<file path="src/rtl/debug_dump_sequencer.sv">
// Streams PC, registers and data memory words over the 32-bit UART handshake.
// Define DEBUG_DUMP_CHECKSUM_EN to append an XOR checksum word to each dump.
module debug_dump_sequencer #(
    parameter int NB_DATA        = 32,
    parameter int NB_REG_ADDRESS = 5,
    parameter int NB_MEM_ADDRESS = 7,
    parameter int N_REGS         = 32,
    parameter int N_MEM_WORDS    = 128
) (
    input  logic                      i_clock,
    input  logic                      i_reset,
    input  logic                      i_start,
    input  logic                      i_abort,
    input  logic                      i_tx_done_32b_word,
    input  logic [NB_DATA-1:0]        i_read_pc,
    input  logic [NB_DATA-1:0]        i_debug_read_reg,
    input  logic [NB_DATA-1:0]        i_debug_read_mem,
    output logic [NB_REG_ADDRESS-1:0] o_debug_read_reg_address,
    output logic [NB_MEM_ADDRESS-1:0] o_debug_read_mem_address,
    output logic                      o_enable_uart_send_data,
    output logic [NB_DATA-1:0]        o_data_to_send,
    output logic                      o_busy,
    output logic                      o_done
);

    typedef enum logic [2:0] {
        ST_IDLE,
        ST_FETCH,
        ST_LOAD,
        ST_SEND,
        ST_WAIT,
        ST_FINISH
    } state_t;

    typedef enum logic [1:0] {
        SEC_PC,
        SEC_REG,
        SEC_MEM,
        SEC_CSUM
    } section_t;

    localparam logic [NB_REG_ADDRESS-1:0] LAST_REG =
        NB_REG_ADDRESS'(N_REGS - 1);
    localparam logic [NB_MEM_ADDRESS-1:0] LAST_MEM =
        NB_MEM_ADDRESS'(N_MEM_WORDS - 1);

    state_t             state;
    section_t           section;
    logic [NB_DATA-1:0] load_word;
    logic               kill;

`ifdef DEBUG_DUMP_CHECKSUM_EN
    logic [NB_DATA-1:0] csum;
`endif

    // Reset and abort both drop everything back to a clean IDLE
    assign kill = !i_reset || (i_abort && state != ST_IDLE);

    // Select the word captured in LOAD from the active section
    always_comb begin
        load_word = '0;
        case (section)
            SEC_PC:   load_word = i_read_pc;
            SEC_REG:  load_word = i_debug_read_reg;
            SEC_MEM:  load_word = i_debug_read_mem;
`ifdef DEBUG_DUMP_CHECKSUM_EN
            SEC_CSUM: load_word = csum;
`endif
            default:  load_word = '0;
        endcase
    end

    // Dump sequencer: walks the sections one word per UART transaction
    always_ff @(posedge i_clock) begin
        if (kill) begin
            state                    <= ST_IDLE;
            section                  <= SEC_PC;
            o_debug_read_reg_address <= '0;
            o_debug_read_mem_address <= '0;
            o_enable_uart_send_data  <= 1'b0;
            o_data_to_send           <= '0;
            o_busy                   <= 1'b0;
            o_done                   <= 1'b0;
`ifdef DEBUG_DUMP_CHECKSUM_EN
            csum                     <= '0;
`endif
        end else begin
            o_enable_uart_send_data <= 1'b0;
            o_done                  <= 1'b0;
            case (state)
                ST_IDLE: begin
                    if (i_start) begin
                        state                    <= ST_FETCH;
                        section                  <= SEC_PC;
                        o_debug_read_reg_address <= '0;
                        o_debug_read_mem_address <= '0;
                        o_busy                   <= 1'b1;
`ifdef DEBUG_DUMP_CHECKSUM_EN
                        csum                     <= '0;
`endif
                    end
                end
                ST_FETCH: begin
                    state <= ST_LOAD;
                end
                ST_LOAD: begin
                    o_data_to_send          <= load_word;
                    o_enable_uart_send_data <= 1'b1;
                    state                   <= ST_SEND;
`ifdef DEBUG_DUMP_CHECKSUM_EN
                    if (section != SEC_CSUM)
                        csum <= csum ^ load_word;
`endif
                end
                ST_SEND: begin
                    state <= ST_WAIT;
                end
                ST_WAIT: begin
                    if (i_tx_done_32b_word) begin
                        state <= ST_FETCH;
                        case (section)
                            SEC_PC: begin
                                section                  <= SEC_REG;
                                o_debug_read_reg_address <= '0;
                            end
                            SEC_REG: begin
                                if (o_debug_read_reg_address == LAST_REG) begin
                                    section                  <= SEC_MEM;
                                    o_debug_read_mem_address <= '0;
                                end else begin
                                    o_debug_read_reg_address <=
                                        o_debug_read_reg_address
                                        + NB_REG_ADDRESS'(1);
                                end
                            end
                            SEC_MEM: begin
                                if (o_debug_read_mem_address == LAST_MEM) begin
`ifdef DEBUG_DUMP_CHECKSUM_EN
                                    section <= SEC_CSUM;
`else
                                    state  <= ST_FINISH;
                                    o_done <= 1'b1;
`endif
                                end else begin
                                    o_debug_read_mem_address <=
                                        o_debug_read_mem_address
                                        + NB_MEM_ADDRESS'(1);
                                end
                            end
                            default: begin
                                state  <= ST_FINISH;
                                o_done <= 1'b1;
                            end
                        endcase
                    end
                end
                ST_FINISH: begin
                    state  <= ST_IDLE;
                    o_busy <= 1'b0;
                end
                default: begin
                    state <= ST_IDLE;
                end
            endcase
        end
    end

endmodule

</file>
<file path="config.mk">
export PLATFORM = sky130hd
export DESIGN_NAME = debug_dump_sequencer
export DESIGN_NICKNAME = d
export VERILOG_FILES = /design/src/rtl/debug_dump_sequencer.sv
export SDC_FILE = /design/constraint.sdc
export NUM_CORES = 1
export LEC_CHECK = 0
export CAP_MARGIN = 5
export CELL_PAD_IN_SITES_DETAIL_PLACEMENT = 0
export CELL_PAD_IN_SITES_GLOBAL_PLACEMENT = 1
export CORE_ASPECT_RATIO = 0.75
export CORE_MARGIN = 4
export CORE_UTILIZATION = 29
export DETAILED_ROUTE_END_ITERATION = 10
export PLACE_DENSITY = 0.84
export SLEW_MARGIN = 40
export SYNTH_ARGS = -nofsm -noshare
export SYNTH_HDL_FRONTEND = slang
export SYNTH_SLANG_ARGS = --single-unit
</file>
<file path="constraint.sdc">
create_clock -name i_clock -period 4.55 [get_ports i_clock]
set_input_delay 1.365 -clock i_clock [delete_from_list [all_inputs] [get_ports i_clock]]
set_output_delay 1.365 -clock i_clock [all_outputs]
set_load 0.02 [all_outputs]
</file>
==> metrics.yaml <==
power_and_ir_drop:
  p_int_mw: 0.909
  seq_power_share_pct: 41.4
  peakVddDrop_mv: 0.154
  p_total_mw: 1.25
  clockPowerShare_pct: 30.7
  combPwrFrac_pct: 28.0
  p_sw_share_pct: 27.3
  p_leak_nw: 1.52
  switchingPower_mw: 0.341
  p_per_area_mw_per_mm2: 278
worst_setup_path:
  crit_start: "o_debug_read_mem_address[5]$_SDFFE_PP0P_"
  start_kind: "register"
  rr_worst_depth: 5
  worstReg2RegEnd: "o_data_to_send[30]$_SDFFE_PP0P_"
  critical-path-slowest-cell: "clkdlybuf4s50_1"
  endpoint_kind: "output port"
  critPathBufInv: 1
  crit_chain: "clkdlybuf4s50_1"
  cp.required_ps: 3180
  reg2reg_from: "section[0]$_SDFFE_PP0P_"
  rrSetupSlack_ps: 2200
  worst-path-max-fanout: 7
  cpLargestDelayFamily: "buffers and inverters"
  critPathKind: "register to output port"
  crit_arrival_ps: 1420
  cp_slowest_stage_delay_ps: 670
clocking:
  cts_root_buf: "clkbuf_16"
  cts_resized: 0
  clkTransAtPathRegs_ps: 60
  cts_buffers: 5
  clock_path_buffers: 2
  postCtsSetupBuffers: 0
  numClockSinks: 52
  clock_latency_ps: 280
  cts_tree: "built"
  ctsHoldBuffers: 0
  htreeDepth: 2
logic_synthesis:
  ys_seq_elements: 52
  ys_seq_area_share_pct: 37.0
  yosys_warnings: 0
  synth.avg_cell_area_um2: 8.20
  synthCells: 343
  yosys.area.top_type: "dfxtp_1"
  async_reset_ff_share_pct: 0
  syn_area_mm2: 0.00281
  synth_area_leaders: "dfxtp_1 (37%), mux2i_1 (12%), nor2_1 (9.3%)"
  synth_fa_ha_area_share_pct: 1.33
  synth_xor_area_share_pct: 0.311
  muxShareOfSynthArea_pct: 12.1
  synth_top_family_by_area: "compound AO/OA/AOI/OAI gates"
  synth_commonest_cells: "nor2_1 (70), dfxtp_1 (52), a21oi_1 (44), a211oi_1 (34), mux2i_1 (34)"
  synth_cell_types: 42
  synthSimpleGateAreaFrac_pct: 20.6
  synth_top_area_share_pct: 37.0
  synth.most_common_cell: "nor2_1"
  synthesis.nets: 447
  synth-edff-count: 0
  ys.flop_type: "dfxtp_1"
  synth-compound-area-share_pct: 23.4
floorplanning:
  die_area_mm2: 0.0114
  rows: 30
  die_height_um: 93.3
  io-pin-count: 148
  core_mm2: 0.00923
  initial_core_util_pct: 30.5
  chipWidth_um: 122
routing:
  wl_per_cell_um: 14.6
  ant_nets: 0
  drc_errors: 0
  wl_um: 8790
  vias: 2937
  detail_route.first_pass.iterations: 4
  viasPerCell: 4.89
  drtIter0Drc: 140
grt:
  grt_max_degree: 52
  first_global_vias: 2889
  grt_pass1_wl_um: 14200
  grt_overflow: 0
  grt_usage_pct: 15.2
  antenna_found_initial: 0
outcome:
  status: "completed"
worst_hold_path:
  whs_endpoint: "o_data_to_send[20]$_SDFFE_PP0P_"
  hold_depth: 2
  min_path_type: "register to register"
  hold_start: "o_data_to_send[20]$_SDFFE_PP0P_"
place:
  gp_congestion: 0.799
  port_buffers: 147
  dpl_worst_slack_ps: 1520
  dpl.hpwl_um: 6720
timing:
  max_freq_ghz: 0.359
  final-setup-viol-count: 0
  tns_ps: 0
  slew_headroom_pct: 49.8
  fin_ws_ps: 1770
  slew_viol_final: 0
  final-hold-violation-count: 0
  period_minus_slack_ps: 2780
  fin_skew_ps: 3.42
  tightest_slew_ps: 751
  timing.final.crit_share_pct: 61.1
  hold_slack_ps: 497
  rsz0062_at_grt: "false"
finish:
  fillCellCount: 933
  area_growth_pct: 60.1
  nNetsFinal: 577
  n_antenna_cell: 0
  final_layout_size_suffix_gt1_share_pct: 4.02
  fin_util_pct: 48.8
flow_run:
  cap_violations: 0
-- cell usage in the layout, fill, tap and decap left out, types with 2 or more instances in the layout --
cell	instances
a211oi_1	34
a21oi_1	44
a311o_1	2
a31oi_1	3
and3_1	5
buf_4	4
clkbuf_16	5
clkbuf_8	2
clkdlybuf4s50_1	147
dfxtp_1	51
ha_1	3
inv_1	2
mux2i_1	34
nand2_1	9
nand2b_1	4
nand3_1	2
nand3b_1	3
nand4_1	2
nor2_1	70
nor2b_1	3
nor3_1	6
nor3b_1	2
nor4_4	2
o21a_1	2
o21ai_0	9
o21ai_1	2
or3_1	3
-- layout make-up --
cell class                 count  area, um^2  area share [%]
clock buffer                   7         153            3.39
multi-input combinational    261        1640            36.4
inverter                       2        7.51           0.167
tap                          128         160            3.55
timing repair buffer         151        1500            33.3
sequential                    52        1040            23.2
-- logic make-up after synthesis --
kind of cell / after synthesis
AOI/OAI and AO/OA: 104
xor gates and xnor gates: 1
DFF: 52
and+or+nand+nor: 119
muxes: 34
buffers and inverters: 30
adders and majority gates: 3
-- power by group through the flow --
| stage | registers (mW) | clock network [mW] | logic [mW] |
|---|---|---|---|
| after floorplan | 0.563 | 0 | 0.133 |
| after global placement | 0.526 | 0 | 0.348 |
| after detailed placement | 0.528 | 0 | 0.353 |
| after CTS | 0.518 | 0.401 | 0.354 |
| after global routing | 0.523 | 0.426 | 0.382 |
| final | 0.517 | 0.383 | 0.350 |
-- metal layers --
metal | part of all wire, % | routed length, um | up-vias | global-route usage [%]
met5 | 0 | 0 | - | 0
met4 | 0.47 | 41 | 0 | 2.52
met3 | 11 | 927 | 2 | 5.56
met2 | 45 | 3930 | 118 | 24.4
met1 | 44 | 3890 | 1315 | 20.0
li1 | - | - | 1502 | -
-- worst max path at each step --
| stage | to | slack [ps] | cells past startpoint |
|---|---|---|---|
| after detailed placement | o_debug_read_reg_address[1]$_SDFFE_PP0P_ | 1520 | 5 |
| after global placement | o_debug_read_mem_address[1]$_SDFFE_PP0P_ | 1550 | 4 |
| after floorplan | o_debug_read_mem_address[1]$_SDFFE_PP0P_ | 2290 | 4 |
| after CTS | o_debug_read_mem_address[5] | 1760 | 1 |
| after global routing | o_debug_read_reg_address[3]$_SDFFE_PP0P_ | 1590 | 5 |
| final | o_debug_read_mem_address[5] | 1770 | 1 |
-- metrics by stage --
step | cell area (um^2) | std cells
final | 4510 | 601
after global routing | 4510 | 601
after CTS | 4510 | 601
after detailed placement | 4350 | 594
after global placement | 4350 | 594
after floorplan | 2810 | 343
-- worst min-delay path: stages (launching register included) --
cell and delay [ps]:
dfxtp_1 310, nor2_1 90, a211oi_1 50
-- registers in the layout, indices dropped and copies added, names as in the netlist --
register	count
state	3
o_data_to_send	32
o_busy	1
section	2
o_done	1
o_enable_uart_send_data	1
o_debug_read_reg_address	5
o_debug_read_mem_address	7
No activity file was read; power rests on OpenSTA's default activity.
